File: config.mk
export PLATFORM = sky130hd
export DESIGN_NAME = mem_request_arbiter_flat
export DESIGN_NICKNAME = d
export VERILOG_FILES = /design/src/rtl/mem_request_arbiter_if.sv /design/src/rtl/mem_request_arbiter.sv /design/src/flat_wrapper.sv
export SDC_FILE = /design/constraint.sdc
export NUM_CORES = 1
export LEC_CHECK = 0
export CORE_MARGIN = 8
export CORE_UTILIZATION = 44
export CTS_BUF_LIST = sky130_fd_sc_hd__clkbuf_4 sky130_fd_sc_hd__clkbuf_8
export DETAILED_ROUTE_END_ITERATION = 12
export PLACE_DENSITY = 0.82
export SLEW_MARGIN = 20
export SYNTH_ARGS = -nofsm -noshare
export SYNTH_HDL_FRONTEND = slang
export SYNTH_SLANG_ARGS = --single-unit
File: constraint.sdc
create_clock -name CLK -period 2.4 [get_ports CLK]
set_input_delay 0.48 -clock CLK [delete_from_list [all_inputs] [get_ports CLK]]
set_output_delay 0.48 -clock CLK [all_outputs]
set_load 0.01 [all_outputs]
File: src/rtl/mem_request_arbiter_if.sv
// mem_request_arbiter_if: fetch/data request, hit strobe and RAM port bundle
interface mem_request_arbiter_if #(parameter int ADDR_W = 32, parameter int DATA_W = 32);
  logic              iREN, dREN, dWEN, ihit, dhit, ramREN, ramWEN, busy, mem_err;
  logic [ADDR_W-1:0] iaddr, daddr, ramaddr;
  logic [DATA_W-1:0] dstore, iload, dload, ramstore, ramload;
  logic [1:0]        ramstate;
  modport slave (
    input  iREN, iaddr, dREN, dWEN, daddr, dstore, ramload, ramstate,
    output ihit, dhit, iload, dload, ramREN, ramWEN, ramaddr, ramstore, busy, mem_err
  );
  modport master (
    output iREN, iaddr, dREN, dWEN, daddr, dstore, ramload, ramstate,
    input  ihit, dhit, iload, dload, ramREN, ramWEN, ramaddr, ramstore, busy, mem_err
  );
endinterface

File: src/rtl/mem_request_arbiter.sv
// mem_request_arbiter: serialises fetch and data requests onto one wait-stated RAM port
module mem_request_arbiter #(
  parameter int ADDR_W  = 32,
  parameter int DATA_W  = 32,
  parameter int TIMEOUT = 255,
  parameter int CNT_W   = 8
) (
  input logic CLK,
  input logic nRST,
  mem_request_arbiter_if.slave bus
);
  localparam logic [2:0] IDLE = 3'd0, DATA = 3'd1, INSTR = 3'd2, DDONE = 3'd3, IDONE = 3'd4, ERR = 3'd5;
  localparam logic [1:0] ACCESS = 2'd2, ERROR = 2'd3;
  logic [2:0]        state_q, state_d;
  logic [CNT_W-1:0]  cnt_q, cnt_d;
  logic [ADDR_W-1:0] addr_q, addr_d;
  logic [DATA_W-1:0] data_q, data_d, iload_q, iload_d, dload_q, dload_d;
  logic              wr_q, wr_d, ihit_q, ihit_d, dhit_q, dhit_d;
  always_comb begin
    state_d = state_q;
    cnt_d   = cnt_q;
    addr_d  = addr_q;
    data_d  = data_q;
    wr_d    = wr_q;
    iload_d = iload_q;
    dload_d = dload_q;
    ihit_d  = 1'b0;
    dhit_d  = 1'b0;
    case (state_q)
      IDLE: begin
        if (bus.dREN || bus.dWEN) begin
          state_d = DATA;
          addr_d  = bus.daddr;
          data_d  = bus.dstore;
          wr_d    = bus.dWEN;
          cnt_d   = '0;
        end else if (bus.iREN) begin
          state_d = INSTR;
          addr_d  = bus.iaddr;
          cnt_d   = '0;
        end
      end
      DATA, INSTR: begin
        if (bus.ramstate == ACCESS) begin
          state_d = (state_q == DATA) ? DDONE : IDONE;
          if (state_q == DATA) begin
            dload_d = wr_q ? dload_q : bus.ramload;
            dhit_d  = bus.dREN || bus.dWEN;
          end else begin
            iload_d = bus.ramload;
            ihit_d  = bus.iREN && (bus.iaddr == addr_q);
          end
        end else begin
          cnt_d = cnt_q + 1'b1;
          if (bus.ramstate == ERROR || cnt_d == CNT_W'(TIMEOUT)) state_d = ERR;
        end
      end
      DDONE, IDONE: state_d = IDLE;
      default: state_d = state_q;
    endcase
  end
  always_ff @(posedge CLK) begin
    if (!nRST) begin
      state_q <= IDLE;
      cnt_q   <= '0;
      addr_q  <= '0;
      data_q  <= '0;
      wr_q    <= 1'b0;
      iload_q <= '0;
      dload_q <= '0;
      ihit_q  <= 1'b0;
      dhit_q  <= 1'b0;
    end else begin
      state_q <= state_d;
      cnt_q   <= cnt_d;
      addr_q  <= addr_d;
      data_q  <= data_d;
      wr_q    <= wr_d;
      iload_q <= iload_d;
      dload_q <= dload_d;
      ihit_q  <= ihit_d;
      dhit_q  <= dhit_d;
    end
  end
  assign bus.ramREN   = (state_q == DATA && !wr_q) || state_q == INSTR;
  assign bus.ramWEN   = state_q == DATA && wr_q;
  assign bus.ramaddr  = (state_q == DATA || state_q == INSTR) ? addr_q : '0;
  assign bus.ramstore = (state_q == DATA) ? data_q : '0;
  assign bus.ihit     = ihit_q;
  assign bus.dhit     = dhit_q;
  assign bus.iload    = iload_q;
  assign bus.dload    = dload_q;
  assign bus.busy     = state_q != IDLE && state_q != ERR;
  assign bus.mem_err  = state_q == ERR;
endmodule

File: src/flat_wrapper.sv
// flat-port wrapper written by rule: the top's interface ports become plain ports
module mem_request_arbiter_flat 
#(
  parameter int ADDR_W  = 32,
  parameter int DATA_W  = 32,
  parameter int TIMEOUT = 255,
  parameter int CNT_W   = 8
)
  (CLK, nRST, bus_iREN, bus_iaddr, bus_dREN, bus_dWEN, bus_daddr, bus_dstore, bus_ramload, bus_ramstate, bus_ihit, bus_dhit, bus_iload, bus_dload, bus_ramREN, bus_ramWEN, bus_ramaddr, bus_ramstore, bus_busy, bus_mem_err);
  mem_request_arbiter_if #(.ADDR_W(ADDR_W), .DATA_W(DATA_W)) bus_i ();
  input logic CLK;
  input logic nRST;
  input wire logic [$bits(bus_i.iREN)-1:0] bus_iREN;
  input wire logic [$bits(bus_i.iaddr)-1:0] bus_iaddr;
  input wire logic [$bits(bus_i.dREN)-1:0] bus_dREN;
  input wire logic [$bits(bus_i.dWEN)-1:0] bus_dWEN;
  input wire logic [$bits(bus_i.daddr)-1:0] bus_daddr;
  input wire logic [$bits(bus_i.dstore)-1:0] bus_dstore;
  input wire logic [$bits(bus_i.ramload)-1:0] bus_ramload;
  input wire logic [$bits(bus_i.ramstate)-1:0] bus_ramstate;
  output wire logic [$bits(bus_i.ihit)-1:0] bus_ihit;
  output wire logic [$bits(bus_i.dhit)-1:0] bus_dhit;
  output wire logic [$bits(bus_i.iload)-1:0] bus_iload;
  output wire logic [$bits(bus_i.dload)-1:0] bus_dload;
  output wire logic [$bits(bus_i.ramREN)-1:0] bus_ramREN;
  output wire logic [$bits(bus_i.ramWEN)-1:0] bus_ramWEN;
  output wire logic [$bits(bus_i.ramaddr)-1:0] bus_ramaddr;
  output wire logic [$bits(bus_i.ramstore)-1:0] bus_ramstore;
  output wire logic [$bits(bus_i.busy)-1:0] bus_busy;
  output wire logic [$bits(bus_i.mem_err)-1:0] bus_mem_err;
  assign bus_i.iREN = bus_iREN;
  assign bus_i.iaddr = bus_iaddr;
  assign bus_i.dREN = bus_dREN;
  assign bus_i.dWEN = bus_dWEN;
  assign bus_i.daddr = bus_daddr;
  assign bus_i.dstore = bus_dstore;
  assign bus_i.ramload = bus_ramload;
  assign bus_i.ramstate = bus_ramstate;
  assign bus_ihit = bus_i.ihit;
  assign bus_dhit = bus_i.dhit;
  assign bus_iload = bus_i.iload;
  assign bus_dload = bus_i.dload;
  assign bus_ramREN = bus_i.ramREN;
  assign bus_ramWEN = bus_i.ramWEN;
  assign bus_ramaddr = bus_i.ramaddr;
  assign bus_ramstore = bus_i.ramstore;
  assign bus_busy = bus_i.busy;
  assign bus_mem_err = bus_i.mem_err;
  mem_request_arbiter #(.ADDR_W(ADDR_W), .DATA_W(DATA_W), .TIMEOUT(TIMEOUT), .CNT_W(CNT_W)) u_core (.CLK(CLK), .nRST(nRST), .bus(bus_i));
endmodule
After elaboration in Yosys (flattened, before gate mapping)
Index checks and enable logic that the tools add are counted.

Logic and storage cells: 66. Bits in registers: 142. Output and inout bits: 134. Input port bits: 135.

Bitwise operators: 5. Muxes and demuxes: 14. Eq/ne operators: 13. $add $sub $neg: 1. Reductions and logical operators: 24.

Operators with widths (count): 32-bit two-way mux (4); 32-bit == test (1); 8-bit two-way mux (3); 8-bit one-hot mux with 2 select lines (1); 3-bit two-way mux (5); 3-bit one-hot mux with 3 select lines (1); 3-bit AND reduction (3); 8-bit by 1-bit adder with 8-bit output (second input constant) (1); 8-bit == test (second input constant) (1); 4-bit AND reduction (2); 3-bit by 2-bit == test with 1-bit output (second input constant) (2); 3-bit == test (second input constant) (2); 3-bit nonzero test (2); 1-bit inverter (5); 2-bit == test (second input constant) (2); 1-bit logical AND (4); 1-bit logical OR (4); 2-bit AND reduction (2); 2-bit nonzero test (2); 2-bit OR reduction (2); 4-bit OR reduction (1); 3-bit by 1-bit == test with 1-bit output (second input constant) (1); 3-bit logical NOT (1); 3-bit by 1-bit inequality test with 1-bit output (second input constant) (1); 4 further kinds (4).

Logic depth before layout (Yosys ltp)
Depth in word-level cells: 6. Depth in mapped cells: 8. Gate-level depth less buffers: 6.

Worst setup path after synthesis
No wires, ideal clock.

Kind: flip-flop to flip-flop. Start: register u_core.state_q[2]. End: register u_core.dload_q[10], in the netlist u_core.bus.dload[10]. Required time: 2268 ps. Cell stages (with the launch flop): 9. Slack: 752 ps. Period minus slack after synthesis: 1648 ps. Data arrival time: 1516 ps. Path buffers: 3. Path through: dfxtp_1 -> buf_2 -> nor2_2 -> nand2_1 -> or3_1 -> clkbuf_1 -> buf_2 -> nand2_1 -> a21oi_1.

Word-level cells in the longest chain between the ends: 3.

RTL lines: from (decl) (line mem_request_arbiter.sv:14) `logic [2:0] state_q, state_d;`; from (signal assigned) (line mem_request_arbiter.sv:74) `state_q <= state_d;`; 3-bit by 2-bit == test with 1-bit output / 3-bit by 1-bit == test with 1-bit output (equally long branches) (line mem_request_arbiter.sv:29, mem_request_arbiter.sv:46); 2-bit OR reduction (line mem_request_arbiter.sv:29) `case (state_q)`; 4-bit AND reduction (no line) *; to (signal assigned) (line mem_request_arbiter.sv:80) `dload_q <= dload_d;`; to (decl) (line mem_request_arbiter.sv:17) `logic [DATA_W-1:0] data_q, data_d, iload_q, iload_d, dload_q, dload_d;`.

Mark *: on every way between the ends. The rest lies on a longest branch, timed or not. A chain may end at the register's enable or synchronous reset.

Final worst setup path
Start: register u_core.state_q[1]. End: output port bus_ramaddr[25].

Word-level cells in the longest chain between the ends: 3.

RTL lines: 3-bit by 1-bit == test with 1-bit output / 3-bit by 2-bit == test with 1-bit output (equally long branches) (line mem_request_arbiter.sv:87) `assign bus.ramaddr = (state_q == DATA || state_q == INSTR) ? addr_q : '0;`; 1-bit logical OR * (line mem_request_arbiter.sv:87); 32-bit two-way mux * (line mem_request_arbiter.sv:87); to (decl) (line flat_wrapper.sv:27) `output wire logic [$bits(bus_i.ramaddr)-1:0] bus_ramaddr;`.

Marked as above.

==> results.cfg <==
[outcome]
status = finished with violations
violations = setup timing

[placed_design]
dpl.cell_count = 1253
placed_area_sq_um = 9400
port_buffers = 268
hpwl_microns = 16070
place_congestion = 0.8913
place_ws_ns = 0.1929

[synthesis]
async_reset_ff_share_pct = 0
synth-seq-area-share_pct = 44.41
synth_cell_type_count = 42
synth_edf_count = 0
syn_area_sq_um = 6401
syn_inst = 838
ys_warn_count = 0
avgSynthCellArea_sq_um = 7.639
synthFlopType = dfxtp_1
synth_seq_cells = 142
synth_nets = 975

[critical_path]
crit_buf_inv = 2
r2r_end = u_core.state_q[1]$_SDFFE_PN0P_
crit_type = flip-flop to output pin
cp_max_fo = 9
cpMaxStageDelayCell = clkdlybuf4s50_1
max_stage_delay_ns = 0.54
crit_arrival_ns = 1.94
rrSetupSlack_ns = 0.36
worstRegToRegCells = 7
cp.required_ns = 1.92
critPathTopFamily = buffers and inverters
start_kind = flip-flop
rr_startpoint = u_core.state_q[0]$_SDFFE_PN0P_
endpoint_kind = output pin
cp_cell_sequence = xor2_4 > buf_4 > and3_1 > clkdlybuf4s50_1

[cells_and_area]
final_common_cell = nand2_1
nets = 1225
nFillCells = 1254
area.growth.synth_to_final_pct = 53.36
final_util_pct = 68.32
drive_gt1_share_pct = 7.266
fin_cells = 1285
diodes = 0
mostFrequentLayoutCells = nand2_1, clkdlybuf4s50_1, dfxtp_1, a21oi_1, and3_1
final_area_sq_um = 9817

[pwr]
power.switching_uw = 3384
p_clk_share_pct = 19.9
vdd_drop_max_mv = 0.4301
p_seq_share_pct = 36.4
finalPower_uw = 8764
comb_power_share_pct = 43.8
p_per_area_nw_per_um2 = 892.7
p_int_uw = 5379
leakagePower_uw = 0.004443
swShare_pct = 38.62

[sta]
slew_headroom_pct = 71.52
worst_pin_slew_ns = 0.4256
fmax_mhz = 413.4
clock_skew_ns = 0.01399
fin_crit_sh_pct = 100.8
worst_slack_ns = -0.01917
grt_setup_unrepaired = yes
hold_viol_final = 0
fin_crit_ns = 2.419
setup_viol = 4
final_max_slew_viol_count = 0

[cts]
numCtsBuffers = 17
cts_setup_buffers = 0
cts_tree = yes
postCtsHoldBufs = 0
insertion_delay_ns = 0.43
cts_max_level = 4
clkTransAtPathRegs_ns = 0.07
clock_sinks = 142
cts_root_buffer = clkbuf_8
clock_path_buffers = 2

[worst_hold_path]
holdPathEnd = u_core.data_q[2]$_SDFFE_PN0P_
min-delay-start = u_core.data_q[2]$_SDFFE_PN0P_
hold_path.class = flip-flop to flip-flop
hold_depth = 2

[detailed_routing]
vias = 6840
drt_wl_total_microns = 22080
wl_met2_microns = 11010
wl_met1_microns = 8637
antenna_left = 0
via_per_inst = 5.323
drc_errors = 0
drt-initial-drc-count = 550
routed-wl-met3_microns = 1994
drt_pass1_iterations = 6
routedWlPerCell_microns = 17.18
top_layer_used = met5

[global_routing]
grt_max_degree = 47
antenna_found_initial = 1
grt_pass1_wl_microns = 33580
overflow = 0
gr-usage-all-layers_pct = 22.67
grt_pass1_vias = 6403

[die]
row_count = 44
core_sq_um = 14370
ios = 269
dieArea_sq_um = 18660
initial_core_util_pct = 44.55
fp.dieH_microns = 136.6
die_x_microns = 136.6

[run]
cap_violations = 0
[sequential cells by signal (all words and copies together) (netlist names)]
register / count
u_core.addr_q: 32
u_core.bus.dload: 32
u_core.bus.iload: 32
u_core.data_q: 32
u_core.cnt_q: 8
u_core.state_q: 3
u_core.bus.dhit: 1
u_core.bus.ihit: 1
u_core.wr_q: 1
[routing by layer]
metal | global-route usage (%) | vias to the layer above
met2 | 38.27 | 278
met1 | 27.18 | 3204
met4 | 7.383 | 2
met5 | 0 | -
li1 | - | 3330
met3 | 6.424 | 26
[area by class of cell]
cell class / instances / area, sq um / area share, %
Sequential cell: 142 / 2850 / 29.03
Inverter: 5 / 22.52 / 0.2294
Clock inverter: 14 / 117.6 / 1.198
Multi-Input combinational cell: 627 / 3294 / 33.56
Timing Repair Buffer: 295 / 3060 / 31.18
Clock buffer: 18 / 241.5 / 2.460
Tap cell: 184 / 230.2 / 2.345
[worst register-to-register path: cells and delay by family, from the launching register on]
family | cells | cell delay, ns
mux | 1 | 0.23
compound gates | 3 | 0.81
flops | 1 | 0.38
buf+inv | 2 | 0.34
simple gates | 1 | 0.19
[worst max-delay path by stage]
stage                                              start                           endpoint  cells past startpoint
after global placement                          bus_dWEN       u_core.cnt_q[7]$_SDFFE_PN0P_                      6
after detailed placement                        bus_dWEN     u_core.state_q[0]$_SDFFE_PN0P_                      6
after global routing      u_core.state_q[0]$_SDFFE_PN0P_                    bus_ramaddr[25]                      4
after floorplan           u_core.state_q[2]$_SDFFE_PN0P_  u_core.bus.dload[10]$_SDFFE_PN0P_                      8
after CTS                 u_core.state_q[1]$_SDFFE_PN0P_                    bus_ramaddr[20]                      4
final                     u_core.state_q[1]$_SDFFE_PN0P_                    bus_ramaddr[25]                      4
[cell families (layout without fill, tap and decap cells)]
kind of cell             Yosys count  in the layout  synth area share (%)
AND/OR/NAND/NOR                  425            425                 29.32
flip-flops                       142            142                 44.41
buffers and inverters             69            332                 4.672
multiplexers                       2              2                0.3128
adder cells (fa/ha/maj)            2              2                0.3909
XOR/XNOR                          35             35                 4.906
AO/OA/AOI/OAI                    163            163                 15.99
[power groups by stage]
stage	logic (uW)	clock network [uW]	registers, uW
final	3830	1740	3190
after global placement	3860	0	3180
after CTS	3870	1790	3160
after global routing	4190	1910	3240
after floorplan	2200	0	3160
after detailed placement	3910	0	3210
[synth_stat cells (6+ instances only)]
cell	n	area (sq um)
clkbuf_1	46	172.7
nand3_1	6	30.03
dfxtp_1	142	2843
nor2_1	46	172.7
a311oi_2	8	120.1
nor4_1	6	37.54
buf_2	14	70.07
a21oi_1	106	530.5
xor2_1	27	236.5
o21ai_0	14	70.07
nand2_1	270	1013
nor3_1	6	30.03
and3_1	67	419.2
a311oi_1	24	210.2
xnor2_1	7	61.31
[repair_timing]
action | CTS | global route
pin swaps | 1 | 0
gates resized for setup | 36 | 34
endpoints found under the setup margin | 67 | 34
[through the flow]
step                setup TNS [ns]  hold slack (ns)
global placement                 0           0.4369
floorplan                        0           0.4319
finish                    -0.06519           0.4498
global route               -0.5094           0.4703
CTS                         -3.456           0.4530
detailed placement               0           0.4418
(Power assumes the default switching activity.)
